<file path="config.mk">
export PLATFORM = sky130hd
export DESIGN_NAME = doorbell_chime_ctrl
export DESIGN_NICKNAME = d
export VERILOG_FILES = /design/src/rtl/doorbell_chime_ctrl.sv
export SDC_FILE = /design/constraint.sdc
export NUM_CORES = 1
export LEC_CHECK = 0
export ABC_AREA = 1
export CAP_MARGIN = 20
export CORE_MARGIN = 4
export CORE_UTILIZATION = 62
export DETAILED_ROUTE_END_ITERATION = 8
export PLACE_DENSITY = 0.85
export SETUP_SLACK_MARGIN = 0.02
export SLEW_MARGIN = 20
export SYNTH_ARGS = -nofsm -noshare
export SYNTH_HDL_FRONTEND = slang
export SYNTH_SLANG_ARGS = --single-unit
</file>
<file path="constraint.sdc">
create_clock -name clk -period 2.1 [get_ports clk]
set_input_delay 0.42 -clock clk [delete_from_list [all_inputs] [get_ports clk]]
set_output_delay 0.42 -clock clk [all_outputs]
set_load 0.05 [all_outputs]
</file>
<file path="src/rtl/doorbell_chime_ctrl.sv">
// Doorbell chime initiator: debounces the bell push, then plays a "ding" (tone a)
// followed by a "dong" (tone b) while generating both square-wave tones.
module doorbell_chime_ctrl #(
  parameter int DEB_LEN  = 3,
  parameter int DIV_A    = 4,
  parameter int DIV_B    = 6,
  parameter int DING_LEN = 16,
  parameter int DONG_LEN = 24,
  parameter int CNT_W    = 16
) (
  input  logic clk,
  input  logic rst_n,
  input  logic button,
  output logic a,
  output logic b,
  output logic sel,
  output logic busy,
  output logic done
);

  typedef enum logic [1:0] {IDLE, DING, DONG} state_e;

  localparam logic [CNT_W-1:0] ONE       = CNT_W'(1);
  localparam logic [CNT_W-1:0] DEB_TOP   = CNT_W'(DEB_LEN);
  localparam logic [CNT_W-1:0] DEB_PRE   = CNT_W'(DEB_LEN - 1);
  localparam logic [CNT_W-1:0] DIV_A_TOP = CNT_W'(DIV_A - 1);
  localparam logic [CNT_W-1:0] DIV_B_TOP = CNT_W'(DIV_B - 1);
  localparam logic [CNT_W-1:0] DING_TOP  = CNT_W'(DING_LEN - 1);
  localparam logic [CNT_W-1:0] DONG_TOP  = CNT_W'(DONG_LEN - 1);

  state_e           state_q, state_d;
  logic [CNT_W-1:0] deb_cnt_q, deb_cnt_d;
  logic [CNT_W-1:0] phase_cnt_q, phase_cnt_d;
  logic [CNT_W-1:0] div_a_cnt_q, div_a_cnt_d;
  logic [CNT_W-1:0] div_b_cnt_q, div_b_cnt_d;
  logic             a_q, a_d, b_q, b_d, sel_q, sel_d, busy_q, busy_d, done_q, done_d;
  logic             press;

  always_comb begin
    state_d     = state_q;
    deb_cnt_d   = deb_cnt_q;
    phase_cnt_d = phase_cnt_q;
    div_a_cnt_d = div_a_cnt_q;
    div_b_cnt_d = div_b_cnt_q;
    a_d         = a_q;
    b_d         = b_q;
    sel_d       = sel_q;
    busy_d      = busy_q;
    done_d      = 1'b0;

    // The debouncer keeps tracking while busy so a held button cannot retrigger.
    press = button && (deb_cnt_q == DEB_PRE);
    if (!button) begin
      deb_cnt_d = '0;
    end else if (deb_cnt_q != DEB_TOP) begin
      deb_cnt_d = deb_cnt_q + ONE;
    end

    // Tones free-run across both phases; phase is only cleared on chime start/end.
    if (state_q != IDLE) begin
      if (div_a_cnt_q == DIV_A_TOP) begin
        div_a_cnt_d = '0;
        a_d         = ~a_q;
      end else begin
        div_a_cnt_d = div_a_cnt_q + ONE;
      end
      if (div_b_cnt_q == DIV_B_TOP) begin
        div_b_cnt_d = '0;
        b_d         = ~b_q;
      end else begin
        div_b_cnt_d = div_b_cnt_q + ONE;
      end
    end

    case (state_q)
      IDLE: begin
        a_d         = 1'b0;
        b_d         = 1'b0;
        sel_d       = 1'b0;
        busy_d      = 1'b0;
        phase_cnt_d = '0;
        div_a_cnt_d = '0;
        div_b_cnt_d = '0;
        if (press) begin
          state_d = DING;
          busy_d  = 1'b1;
        end
      end
      DING: begin
        if (phase_cnt_q == DING_TOP) begin
          state_d     = DONG;
          phase_cnt_d = '0;
          sel_d       = 1'b1;
        end else begin
          phase_cnt_d = phase_cnt_q + ONE;
        end
      end
      DONG: begin
        if (phase_cnt_q == DONG_TOP) begin
          state_d     = IDLE;
          phase_cnt_d = '0;
          div_a_cnt_d = '0;
          div_b_cnt_d = '0;
          a_d         = 1'b0;
          b_d         = 1'b0;
          sel_d       = 1'b0;
          busy_d      = 1'b0;
          done_d      = 1'b1;
        end else begin
          phase_cnt_d = phase_cnt_q + ONE;
        end
      end
      default: begin
        state_d = IDLE;
      end
    endcase
  end

  always_ff @(posedge clk) begin
    if (!rst_n) begin
      state_q     <= IDLE;
      deb_cnt_q   <= '0;
      phase_cnt_q <= '0;
      div_a_cnt_q <= '0;
      div_b_cnt_q <= '0;
      a_q         <= 1'b0;
      b_q         <= 1'b0;
      sel_q       <= 1'b0;
      busy_q      <= 1'b0;
      done_q      <= 1'b0;
    end else begin
      state_q     <= state_d;
      deb_cnt_q   <= deb_cnt_d;
      phase_cnt_q <= phase_cnt_d;
      div_a_cnt_q <= div_a_cnt_d;
      div_b_cnt_q <= div_b_cnt_d;
      a_q         <= a_d;
      b_q         <= b_d;
      sel_q       <= sel_d;
      busy_q      <= busy_d;
      done_q      <= done_d;
    end
  end

  assign a    = a_q;
  assign b    = b_q;
  assign sel  = sel_q;
  assign busy = busy_q;
  assign done = done_q;

endmodule

</file>
Yosys cells after proc, flatten, opt, wreduce, memory -nomap -nowiden
Cells that the tools add are included.
{"block": "word_totals", "register_bits": 71, "inputBits": 3, "out_inout_bits": 5, "word_cells": 66}
{"block": "classes", "add_sub_neg": 4, "eq_ne": 11, "n_mux": 29, "bitwise_logic": 2, "reduce_logical": 10}
{"op": "$mux W16", "count": 8}
{"op": "$add A16 B1 Y16 const B", "count": 4}
{"op": "$pmux W16 S2", "count": 2}
{"op": "$pmux W16 S3", "count": 1}
{"op": "$eq A16 B2 Y1 const B", "count": 2}
{"op": "$eq A16 B3 Y1 const B", "count": 1}
{"op": "$eq A16 B4 Y1 const B", "count": 1}
{"op": "$eq A16 B5 Y1 const B", "count": 1}
{"op": "$ne A16 B2 Y1 const B", "count": 1}
{"op": "$mux W1", "count": 10}
{"op": "$mux W2", "count": 3}
{"op": "$ne A2 B2 Y1 const B", "count": 3}
{"op": "$pmux W1 S2", "count": 3}
{"op": "$pmux W2 S3", "count": 1}
{"op": "$reduce_and A2 Y1", "count": 3}
{"op": "$reduce_and A3 Y1", "count": 2}
{"op": "$reduce_bool A2 Y1", "count": 2}
{"op": "$pmux W1 S3", "count": 1}
{"op": "$reduce_bool A3 Y1", "count": 1}
{"op": "$eq A2 B1 Y1 const B", "count": 1}
{"op": "$eq A2 B2 Y1 const B", "count": 1}
{"op": "$logic_not A2 Y1", "count": 1}
{"op": "$not A1 Y1", "count": 2}
{"op": "$logic_and A1 B1 Y1", "count": 1}

Longest topological paths before layout
{"block": "depth", "ltp_word": 5, "ltp_mapped": 13}

Worst setup path before layout
OpenSTA, ideal clock, no wires.
{"block": "synth_path", "path_type": "register -> register", "startpoint": "reg state_q[0]", "endpoint": "reg div_a_cnt_q[12]", "setup_time_ns": 0.078, "t_arrival_ns": 1.445, "required_time_ns": 2.022, "setup_slack_ns": 0.577, "path_stages_with_launch": 11, "n_path_buf": 1, "path_cell_list": "dfxtp_1 -> inv_1 -> ha_1 -> inv_2 -> buf_2 -> nand2_1 -> nor2_1 -> nand2_1 -> nand2_1 -> nand2_1 -> nor3_1"}
{"block": "synth_via", "elab_chain_len": 4, "word_cells_on_any_way": 6, "cone_classes": "eq/ne: 1; mux: 3; reduce/logical: 2"}
{"element": "start: declaration", "line_no": "31", "text": "state_e state_q, state_d;"}
{"element": "start signal: assignment", "line_no": "132", "text": "state_q <= state_d;"}
{"element": "$reduce_bool A2 Y1", "line_no": "60", "text": "if (state_q != IDLE) begin"}
{"element": "$mux W16", "line_no": "60"}
{"element": "$mux W16", "line_no": "99", "text": "if (phase_cnt_q == DONG_TOP) begin"}
{"element": "$pmux W16 S2 (*)", "line_no": "75", "text": "case (state_q)"}
{"element": "end signal: assignment", "line_no": "135", "text": "div_a_cnt_q <= div_a_cnt_d;"}
{"element": "end: declaration", "line_no": "34", "text": "logic [CNT_W-1:0] div_a_cnt_q, div_a_cnt_d;"}
Mark *: on every way between the ends. The rest lies on a longest branch, timed or not.
A chain may end at the register's enable or synchronous reset.

Worst setup path in the final report
{"block": "layout_path", "startpoint": "reg sel_q (netlist: sel)", "endpoint": "out sel"}
{"element": "start: declaration", "line_no": "36", "text": "logic a_q, a_d, b_q, b_d, sel_q, sel_d, busy_q, busy_d, done_q, done_d;"}
{"element": "start signal: assignment", "line_no": "139", "text": "sel_q <= sel_d;"}
{"element": "end: declaration", "line_no": "16", "text": "output logic sel,"}
No word-level cell between the ends.

==> impl_metrics.py <==
metrics = {
    "place": {
        "dp_slack_ns": 0.1420,
        "dpl_cell_area_mm2": 0.003894,
        "gp_congestion": 0.9595,
        "dp_hpwl_um": 5762,
        "io_buffers": 7,
    },
    "clock_network": {
        "cts_resized": 0,
        "clk_path_buf_depth": 2,
        "cts_setup_buffers": 0,
        "htreeDepth": 3,
        "cts.sinks": 71,
        "cts_root_buf": "clkbuf_8",
        "cts_hold_buffers": 0,
        "cts_tree": "yes",
        "cts_buffers": 9,
        "clk_latency_ns": 0.35,
        "clkTransAtPathRegs_ns": 0.07,
    },
    "worst_setup_path": {
        "crit_family": "buffers and inverters",
        "path_buf_inv": 1,
        "crit_arrival_ns": 1.51,
        "path_class": "reg -> out",
        "required_ns": 1.68,
        "cp-start-kind": "flip-flop",
        "cp_slowest_stage_delay_ns": 0.81,
        "cp_max_fo": 2,
        "critical_path.slowest_cell": "clkdlybuf4s50_1",
        "path_cells": "clkdlybuf4s50_1",
        "worst_setup_path_end_kind": "output pin",
    },
    "global_route": {
        "grt.total_usage_pct": 23.35,
        "antenna_found_initial": 0,
        "overflow": 0,
        "grt_start_max_net_pins": 15,
        "grt_pass1_wl_um": 13980,
        "grt_pass1_vias": 3351,
    },
    "die": {
        "rows": 28,
        "io_pins": 8,
        "dieArea_mm2": 0.007334,
        "die_h_um": 85.64,
        "core_mm2": 0.005886,
        "start_util_pct": 63.50,
        "die_w_um": 85.64,
    },
    "power": {
        "peakVddDrop_mv": 0.4889,
        "p_leak_uw": 0.001462,
        "power_density_mw_per_mm2": 792.3,
    },
    "timing": {
        "min_period_ns": 1.932,
        "fmax_mhz": 517.7,
        "fin_ws_ns": 0.1684,
        "hold_viol": 0,
        "slew_violations": 0,
        "setup_viol_count_final": 0,
        "rsz0062_at_grt": "no",
        "relSlewSlack_pct": 67.03,
        "skew_ns": 0.009204,
        "tightest_slew_ns": 0.4930,
        "timing.final.crit_share_pct": 91.98,
        "tns_ns": 0,
    },
    "synthesis": {
        "syn_area_mm2": 0.003737,
        "synth_cell_types": 27,
        "synthCells": 557,
        "yosysWarnings": 0,
        "synthTopCellsByArea": "dfxtp_1 (38%), nand2_1 (11%), nor2_1 (11%)",
        "synth_top_area_cell": "dfxtp_1",
        "ys_ff_latch": 71,
        "yosysSeqAreaShare_pct": 38.03,
        "syn-num-nets": 570,
        "synth.avg_cell_area_um2": 6.710,
        "yosysTopAreaCellShare_pct": 38.03,
    },
    "cells_and_area": {
        "drive_gt1_share_pct": 6.574,
        "num-nets-final": 586,
        "syn_to_final_growth_pct": 11.01,
        "antennaDiodeCount": 0,
        "design_area_mm2": 0.004149,
    },
    "routing": {
        "avgViaCountPerCell": 5.467,
        "ant_nets": 0,
        "drc": 0,
        "vias": 3570,
        "wl_um": 8118,
        "dr.pass1.iters": 5,
        "wl_per_cell_um": 12.43,
        "drtIter0Drc": 214,
    },
    "run": {
        "max-cap-violations": 0,
    },
    "outcome": {
        "status": "complete, no violations",
    },
    "worst_hold_path": {
        "holdCritPathClass": "reg -> reg",
    },
}
[power breakdown]
group	internal (µW)	switching (µW)
clock	817	522
combinational	154	376
sequential	1380	37.5
total	2350	936
[per-layer routing]
| layer | vias up | part of all wire, % | global-route usage, % |
|---|---|---|---|
| met5 | - | 0 | 0 |
| met4 | 0 | 2.5 | 12.23 |
| met3 | 23 | 4.2 | 3.939 |
| met2 | 95 | 48 | 38.56 |
| met1 | 1626 | 46 | 29.18 |
| li1 | 1826 | - | - |
[cells in the final DEF, fill, tap and decap left out]
cell type | netlist | layout
bufinv_16 | 0 | 3
nand4_1 | 18 | 18
clkbuf_8 | 0 | 10
nand2_2 | 5 | 5
xor2_1 | 19 | 19
inv_1 | 69 | 69
a211oi_1 | 1 | 1
nor3_1 | 24 | 24
nand2_1 | 107 | 107
nor3_2 | 3 | 3
a31oi_1 | 1 | 1
dfxtp_1 | 71 | 71
clkinvlp_4 | 0 | 1
o21ai_0 | 26 | 26
buf_4 | 0 | 4
nor2_4 | 0 | 1
nand3_1 | 46 | 46
ha_1 | 10 | 9
clkinv_2 | 0 | 2
a21oi_1 | 30 | 30
nand2_4 | 3 | 3
clkinv_1 | 1 | 1
nor4_1 | 2 | 2
nor2_1 | 106 | 106
or2_2 | 1 | 1
o21bai_1 | 1 | 1
inv_4 | 1 | 2
nor2_2 | 3 | 2
xnor2_1 | 2 | 2
clkdlybuf4s50_1 | 0 | 7
ha_2 | 0 | 1
[stage by stage]
step	hold slack (ns)	cells	total power (µW)	util, %
floorplan	0.4443	557	1841	-
global placement	0.4578	637	1930	66.16
detailed placement	0.4692	637	1953	66.16
CTS	0.4802	653	3287	70.32
global route	0.5075	653	3413	70.49
finish	0.4753	653	3287	70.49
[registers in the layout, indices dropped and copies added, names as in the netlist]
signal and cells:
busy 1, state_q 2, done 1, div_b_cnt_q 16, deb_cnt_q 16, sel 1, div_a_cnt_q 16, a 1
b 1, phase_cnt_q 16
[cell usage after synthesis, drive strengths merged]
cell type / count
nand2: 115
nor2: 109
dfxtp: 71
inv: 71
nand3: 46
a21oi: 30
nor3: 27
o21ai: 26
xor2: 19
nand4: 18
ha: 10
buf: 4
clkbuf: 2
nor4: 2
xnor2: 2
a211oi: 1
a31oi: 1
clkinv: 1
o21bai: 1
or2: 1
[kinds of logic after synthesis]
| kind of cell | synth area share (%) |
|---|---|
| AO/OA/AOI/OAI | 8.068 |
| XOR/XNOR | 4.921 |
| adder cells (fa/ha/maj) | 3.348 |
| buffers and inverters | 8.302 |
| flip-flops | 38.03 |
| AND/OR/NAND/NOR | 37.33 |
[final cells by class]
| type | instances | area, µm² |
|---|---|---|
| Multi-Input combinational cell | 408 | 2013 |
| Inverter | 72 | 275.3 |
| Timing Repair Buffer | 11 | 100.1 |
| Tap cell | 75 | 93.84 |
| Fill cell | 483 | 1737 |
| Clock buffer | 10 | 137.6 |
| Clock inverter | 6 | 107.6 |
| Sequential cell | 71 | 1421 |
[path summary, 6_finish.rpt]
path                   startpoint              end  slack (ns)  cells after the start
setup / recovery              sel              sel        0.17                      1
hold / removal    phase_cnt_q[15]  phase_cnt_q[15]        0.48                      2
setup reg to reg       state_q[0]                b        0.29                      8
hold reg to reg   phase_cnt_q[15]  phase_cnt_q[15]        0.48                      2
No activity file was read; power rests on OpenSTA's default activity.
